[config.mk]
export PLATFORM = sky130hd
export DESIGN_NAME = seg_scan_capture
export DESIGN_NICKNAME = d
export VERILOG_FILES = /design/src/rtl/seg_scan_capture.sv
export SDC_FILE = /design/constraint.sdc
export NUM_CORES = 1
export LEC_CHECK = 0
export ABC_AREA = 0
export BUFFER_PORTS_ARGS = -buffer_cell sky130_fd_sc_hd__buf_2
export CAP_MARGIN = 10
export CORE_ASPECT_RATIO = 1.75
export CORE_UTILIZATION = 53
export CTS_CLUSTER_DIAMETER = 50
export CTS_CLUSTER_SIZE = 14
export DETAILED_ROUTE_END_ITERATION = 10
export PLACE_DENSITY_LB_ADDON = 0.15
export SLEW_MARGIN = 15
export SYNTH_ARGS = -nofsm -noshare
export SYNTH_HDL_FRONTEND = slang
export SYNTH_SLANG_ARGS = --single-unit
[constraint.sdc]
create_clock -name clk -period 2.6 [get_ports clk]
set_clock_uncertainty 0.15 [all_clocks]
set_input_delay 0.52 -clock clk [delete_from_list [all_inputs] [get_ports clk]]
set_output_delay 0.52 -clock clk [all_outputs]
set_load 0.05 [all_outputs]
[src/rtl/seg_scan_capture.sv]
// Readback of the multiplexed 7-segment scan bus: deglitches each digit slot, decodes to BCD and
// publishes complete 6-digit frames with a one-cycle valid strobe.
module seg_scan_capture #(
  parameter int unsigned STABLE_CYC  = 4,
  parameter int unsigned TIMEOUT_CYC = 65536
) (
  input  logic        clk,
  input  logic        rst_n,
  input  logic [6:0]  i_seg,
  input  logic        i_seg_dp,
  input  logic [5:0]  i_seg_enb,
  input  logic        i_err_clr,
  output logic [23:0] o_digits,
  output logic [5:0]  o_dp,
  output logic        o_frame_valid,
  output logic [1:0]  o_err,
  output logic        o_stall
);

  localparam int unsigned      IdleW   = $clog2(TIMEOUT_CYC);
  localparam logic [7:0]       CntMax  = 8'(STABLE_CYC);
  localparam logic [IdleW-1:0] IdleMax = IdleW'(TIMEOUT_CYC - 1);

  typedef enum logic [1:0] {StIdle, StCollect, StStall} state_e;

  state_e           state;
  logic [6:0]       r_seg;
  logic             r_dp;
  logic [5:0]       r_enb;
  logic [7:0]       cnt;
  logic [5:0]       seen;
  logic [23:0]      shadow_dig;
  logic [5:0]       shadow_dp;
  logic             frame_pend;
  logic [IdleW-1:0] idle_cnt;

  logic       chg, step, multi, accept, multi_err, illegal;
  logic [2:0] slot;
  logic [3:0] dec;
  logic [5:0] seen_nxt;

  always_comb begin
    // Compare the value about to be registered with the current one, so cnt restarts on the
    // same edge the new pattern lands in r_*.
    chg       = {i_seg_enb, i_seg, i_seg_dp} != {r_enb, r_seg, r_dp};
    step      = !chg && (cnt == CntMax - 8'd1);
    multi     = (r_enb & (r_enb - 6'd1)) != 6'd0;
    accept    = step && (r_enb != 6'd0) && !multi;
    multi_err = step && multi;
    slot = 3'd0;
    for (int k = 0; k < 6; k++) begin
      if (r_enb[k]) slot = 3'(k);
    end
    case (r_seg)
      7'h3F:   dec = 4'd0;
      7'h06:   dec = 4'd1;
      7'h5B:   dec = 4'd2;
      7'h4F:   dec = 4'd3;
      7'h66:   dec = 4'd4;
      7'h6D:   dec = 4'd5;
      7'h7D:   dec = 4'd6;
      7'h07:   dec = 4'd7;
      7'h7F:   dec = 4'd8;
      7'h6F:   dec = 4'd9;
      7'h00:   dec = 4'hF;
      default: dec = 4'hE;
    endcase
    illegal  = dec == 4'hE;
    seen_nxt = seen | (6'd1 << slot);
  end

  always_ff @(posedge clk or negedge rst_n) begin
    if (!rst_n) begin
      state         <= StIdle;
      r_seg         <= '0;
      r_dp          <= 1'b0;
      r_enb         <= '0;
      cnt           <= '0;
      seen          <= '0;
      shadow_dig    <= 24'hFFFFFF;
      shadow_dp     <= '0;
      frame_pend    <= 1'b0;
      idle_cnt      <= '0;
      o_digits      <= 24'hFFFFFF;
      o_dp          <= '0;
      o_frame_valid <= 1'b0;
      o_err         <= '0;
      o_stall       <= 1'b0;
    end else begin
      r_seg <= i_seg;
      r_dp  <= i_seg_dp;
      r_enb <= i_seg_enb;
      if (chg)              cnt <= '0;
      else if (cnt < CntMax) cnt <= cnt + 8'd1;

      o_frame_valid <= frame_pend;
      frame_pend    <= 1'b0;
      if (frame_pend) begin
        o_digits <= shadow_dig;
        o_dp     <= shadow_dp;
      end
      // Set wins over a same-cycle clear.
      o_err <= (o_err & ~{2{i_err_clr}}) | {multi_err, accept && illegal};

      if (accept) begin
        shadow_dig[{slot, 2'b00} +: 4] <= dec;
        shadow_dp[slot]                <= r_dp;
        idle_cnt                       <= '0;
        o_stall                        <= 1'b0;
        if (seen_nxt == 6'h3F) begin
          seen       <= '0;
          frame_pend <= 1'b1;
          state      <= StIdle;
        end else begin
          seen  <= seen_nxt;
          state <= StCollect;
        end
      end else if (state != StStall) begin
        if (idle_cnt == IdleMax) begin
          state   <= StStall;
          seen    <= '0;
          o_stall <= 1'b1;
        end else begin
          idle_cnt <= idle_cnt + 1'b1;
        end
      end
    end
  end

endmodule

# After elaboration in Yosys (flattened, before gate mapping)
# Cells that the tools add are included.
word_totals:
  ff_bits: 111
  inputBits: 17
  wordCells: 91
op_classes:
  reduce_logical: 16
  eq_ne: 17
  add_sub_neg: 4
  bitwise_logic: 5
  shift: 3
  order_cmp: 3
  muxes: 28
ops:
  columns: ["op", "n"]
  rows:
  - ["7-bit == test (second input constant)", 7]
  - ["16-bit two-way mux", 3]
  - ["4-bit one-hot mux with 11 select lines", 1]
  - ["24-bit bitwise mux", 1]
  - ["6-bit two-way mux", 4]
  - ["4-bit by 7-bit variable shift with 24-bit output (first input constant)", 1]
  - ["4-bit by 7-bit variable part select with 24-bit output", 1]
  - ["16-bit by 1-bit adder with 16-bit output (second input constant)", 1]
  - ["16-bit == test (second input constant)", 1]
  - ["8-bit two-way mux", 2]
  - ["7-bit by 3-bit == test with 1-bit output (second input constant)", 2]
  - ["14-bit != test", 1]
  - ["6-bit nonzero test", 2]
  - ["3-bit two-way mux", 3]
  - ["8-bit by 1-bit adder with 8-bit output (second input constant)", 1]
  - ["8-bit by 2-bit == test with 1-bit output (second input constant)", 1]
  - ["8-bit by 3-bit less-than comparator with 1-bit output (second input constant)", 1]
  - ["1-bit two-way mux", 8]
  - ["2-bit two-way mux", 4]
  - ["7-bit by 6-bit == test with 1-bit output (second input constant)", 1]
  - ["7-bit logical NOT", 1]
  - ["5-bit negation with 7-bit output", 1]
  - ["6-bit AND", 1]
  - ["6-bit bitwise mux", 1]
  - ["16 further kinds", 26]

# Longest topological paths before layout
logic_depth:
  word_depth: 10
  depth_mapped: 12
  depth_no_buf: 10

# Worst setup path before layout
# OpenSTA, ideal clock, no wires.
synth_path:
  kind: "flip-flop to flip-flop"
  start: "register r_enb[3]"
  end: "register seen[1]"
  setup_ns: 0.121
  synth_period_minus_slack_ns: 2.769
  arrival_time_ns: 2.498
  path_stages_with_launch: 10
  slack_ns: -0.169
  cell_sequence: "dfrtp_1 > clkbuf_1 > a21oi_1 > o21bai_1 > ha_1 > o21ai_0 > o211ai_1 > or4b_1 > mux2_2 > a22o_1"
synth_via:
  elab_chain_len: 8
  word_cells_on_any_way: 21
  cone_classes: "1 x add/sub; 2 x eq/ne; 1 x shift; 5 x mux; 2 x bitwise; 10 x reduce/logical"
synth_lines:
  columns: ["item", "line", "text"]
  rows:
  - ["start, declared", "29", "logic [5:0] r_enb;"]
  - ["start signal, assigned", "92", "r_enb <= i_seg_enb;"]
  - ["branches (longest 8 deep; another with 6-bit by 1-bit subtractor with 6-bit output)", null, null]
  - ["end signal, assigned", "115", "seen <= seen_nxt;"]
  - ["end, declared", "31", "logic [5:0] seen;"]
# Several ways; the timed one is not identified.
# A chain may end at the register's enable or synchronous reset.

# Worst setup path after layout
layout_path:
  start: "register r_enb[4]"
  end: "register seen[3]"
layout_via:
  elab_chain_len: 7
  word_cells_on_any_way: 20
  cone_classes: "1 x add/sub; 2 x eq/ne; 1 x shift; 4 x mux; 2 x bitwise; 10 x reduce/logical"
layout_lines:
  columns: ["item", "line", "text"]
  rows:
  - ["6-bit by 1-bit subtractor with 6-bit output, or another cell as far along", "47", "multi = (r_enb & (r_enb - 6'd1)) != 6'd0;"]
  - ["6-bit AND, or another cell as far along", "47", null]
  - ["6-bit nonzero test, or another cell as far along", "47", null]
  - ["1-bit logical NOT, or another cell as far along", "48", "accept = step && (r_enb != 6'd0) && !multi;"]
  - ["1-bit logical AND or 6-bit == test (tied branches)", "48, 110", null]
  - ["2-bit nonzero test (no line) or 6-bit two-way mux (tied branches)", null, null]
  - ["2-bit AND reduction (no line) or 6-bit two-way mux (tied branches)", null, null]
# Several ways; a longest one is shown, not always the timed one.

==> run summary <==
Status = completed
Arrival time worst endpoint = 2.63 ns
Total gr overflow = 0
Clock tree buffer depth = 2
Synthesized instance count = 419
Worst vdd ir = 0.385 mV
Setup violations, final = 0
FFs w/ async S/R, synth = 1.00
Worst hold start = i_seg[4]
#FFs+latches synth = 110
DP Wirelength = 7.12 mm
Htree depth = 3
RSZ-0062 raised after global routing = true
Finished Layout Cells = 619
Post-route ant nets = 0
F_max = 394 MHz
Final period utilization = 0.976
GRT Overall Usage = 0.215
Io pins = 51
Clk pin slew, worst setup/hold paths = 0.07 ns
Critical path launch point type = flop
Crit path largest cell delay = 0.49 ns
Chip width = 75.8 um
Reg-to-reg critical path startpoint = r_enb[4]
Sequential fraction of the synthesis area = 0.557
Starting Density = 0.552
Die Ht = 131 um
Tmin final = 2.54 ns
Final wirelength = 9.63 mm
Drt drc = 0
Max_cap viols = 0
Slowest cell on crit path = dfrtp_2
Critical Path Source = r_enb[4]
Clock Tree Root = clkbuf_16
Dominant cells by area after synthesis = dfrtp_1 31%, dfstp_2 25%, mux2_2 11%, xnor2_1 3.1%, nor2_1 2.7%
Cell area after synthesis = 5050 sq um
Inst Count DP = 598
Register-to-Register Path Depth = 9
Number of global-route vias before repair = 3400
Critical path fanouts, max = 7
Final hold vios = 0
Crit Path Category = flop to flop
Top-area cell type share of the netlist area = 0.307
Post-synth top area cell = dfrtp_1
Core Box Area = 9150 sq um
WHS Endpoint = r_seg[4]
CP Depth = 9
First-pass GRT wire length = 16.1 mm
RePlAce Congestion = 0.869
Placed cell areas = 5610 sq um
Via/cell ratio = 5.37
Post-synth EDFFs = 0
Ys flop type = dfrtp_1
Area added between synthesis and finish = 17.8%
Leakage = 2.70 nW
Worst Path Buf+Inv = 1
Drt wl/cell = 15.6 um
Number of distinct library cells after synthesis = 56
Power per standard cell area = 542 nW/um^2
IO Port Bufs = 50
Worst-Skew Late Latency = 0.35 ns
Hold depth = 1
Layout cells sized above 1 = 0.441
Fillers = 724
Syn Area/Cell = 12.1 sq um
Actual slew at the worst max-slew pin = 0.815 ns
Commonest non-fill, non-tap cells in the layout = 60 x dfrtp_1, 49 x buf_2, 48 x mux2_2, 48 x dfstp_2, 36 x nor2_1
Top delay family on crit path = simple AND/OR/NAND/NOR gates
Initial antenna violation count = 0
CTS Sinks = 110
Hold Crit Class = primary input to flop
Ys Warns = 0
First DRT Iteration DRCs = 167
Cts bufs inserted = 9
Required time of the critical path = 2.69 ns
R2R setup slack = 0.06 ns
Final instance area = 5950 sq um
Pins Over Slew Limit = 0
Crit path cell chain = nor2_4 -> o21ai_1 -> inv_1 -> ha_1 -> nand3_1 -> o211ai_1 -> or4b_4 -> mux2_4 -> a22o_1
Final Net Count = 518
DR pass1 iterations = 4
Vias = 3325
Reg-to-reg critical path endpoint = seen[3]
Row count = 46
Pin count of the biggest net entering global routing = 45
CP Capture Type = flop
ANT cells = 0
Slew margin rel. = 0.456
Mapped Nets = 443
CTS tree = built
Commonest non-fill, non-tap cell in the layout = dfrtp_1
Die area = 9940 sq um
[cells by family after synthesis]
group | Yosys count | share of synthesized area
and+or+nand+nor | 131 | 0.146
DFF | 110 | 0.557
muxes | 59 | 0.133
AOI/OAI and AO/OA | 44 | 0.0580
buffers and inverters | 35 | 0.0317
xor gates and xnor gates | 32 | 0.0555
adders and majority gates | 8 | 0.0193
[synth_stat cells (3+ instances only)]
| library cell | n |
|---|---|
| o211ai_1 | 3 |
| o21ai_0 | 6 |
| buf_2 | 8 |
| nor4_1 | 5 |
| and3_1 | 4 |
| dfrtp_1 | 62 |
| a22o_1 | 3 |
| inv_1 | 14 |
| dfstp_2 | 48 |
| nor2_1 | 36 |
| and2_1 | 8 |
| xnor2_1 | 18 |
| nand3_1 | 12 |
| ha_1 | 7 |
| a21oi_1 | 15 |
| nand2_1 | 20 |
| xor2_1 | 14 |
| nor3_1 | 6 |
| clkbuf_1 | 10 |
| mux2_2 | 49 |
| o2bb2ai_1 | 3 |
| nand4_1 | 11 |
| mux2_4 | 4 |
| mux2i_1 | 6 |
| nor2b_1 | 6 |
[worst max-delay path by stage]
stage / slack [ns] / to
2_1_floorplan: -0.004 / seen[1]
4_1_cts: 0.01 / seen[3]
6_report: 0.06 / seen[3]
5_1_grt: -0.09 / seen[3]
3_3_place_gp: 0.002 / seen[1]
3_5_place_dp: -0.07 / seen[3]
[sequential cells by signal, summed over array words and instances (netlist names)]
signal and flops:
o_digits 24, shadow_dp 6, r_dp 1, idle_cnt 16, o_frame_valid 1, shadow_dig 24
o_dp 6, seen 6, r_seg 7, state 1, o_stall 1, frame_pend 1
o_err 2, cnt 8, r_enb 6
[layout make-up]
type,instances,area [sq um],area share
Clock buffer,10,239,0.0401
Inverter,14,52.6,0.00883
Sequential cell,110,2820,0.473
Clock inverter,6,46.3,0.00778
Timing Repair Buffer,85,531,0.0891
Multi-Input combinational cell,274,2120,0.356
Tap cell,120,150,0.0252
[power breakdown]
part	internal (mW)	leakage (nW)	total, mW	switching, mW
Clock	0.681	0.137	1.29	0.612
Sequential	1.73	1.24	1.75	0.0208
Combinational	0.0822	1.32	0.190	0.108
[per-stage QoR]
| stage | setup WS [ns] | TNS, ns | hold WS [ns] | util | total power [mW] |
|---|---|---|---|---|---|
| 5_1_grt | -0.0931 | -0.251 | 0.139 | 0.651 | 3.37 |
| 2_1_floorplan | -0.00408 | -0.0122 | 0.0744 | - | 1.86 |
| 3_3_place_gp | 0.00155 | 0 | 0.311 | 0.613 | 1.95 |
| 4_1_cts | 0.0108 | 0 | 0.137 | 0.647 | 3.27 |
| 3_5_place_dp | -0.0695 | -0.228 | 0.320 | 0.613 | 1.96 |
| 6_report | 0.0623 | 0 | 0.149 | 0.651 | 3.23 |
[metal layers]
layer	up-vias	GRT usage	share of wire
li1	1604	-	-
met1	1644	0.253	0.40
met2	59	0.353	0.54
met3	18	0.0491	0.029
met4	0	0.111	0.031
met5	-	0	0
[worst reg2reg max path: cells and delay by family, from the launching register on]
kind / cells / cell delay [ns]
adder cells (fa/ha/maj): 1 / 0.19
buffers and inverters: 1 / 0.13
flip-flops: 1 / 0.49
AND/OR/NAND/NOR: 3 / 0.69
AO/OA/AOI/OAI: 3 / 0.45
multiplexers: 1 / 0.32
[repair_timing]
action                     4_1_cts  5_1_grt
pin swaps                        0        3
setup endpoints to repair        3        8
gates resized for setup          3        3
hold buffers                     1        0
hold endpoints to repair        26        0
setup buffers                    1        3
(Power assumes the default switching activity.)
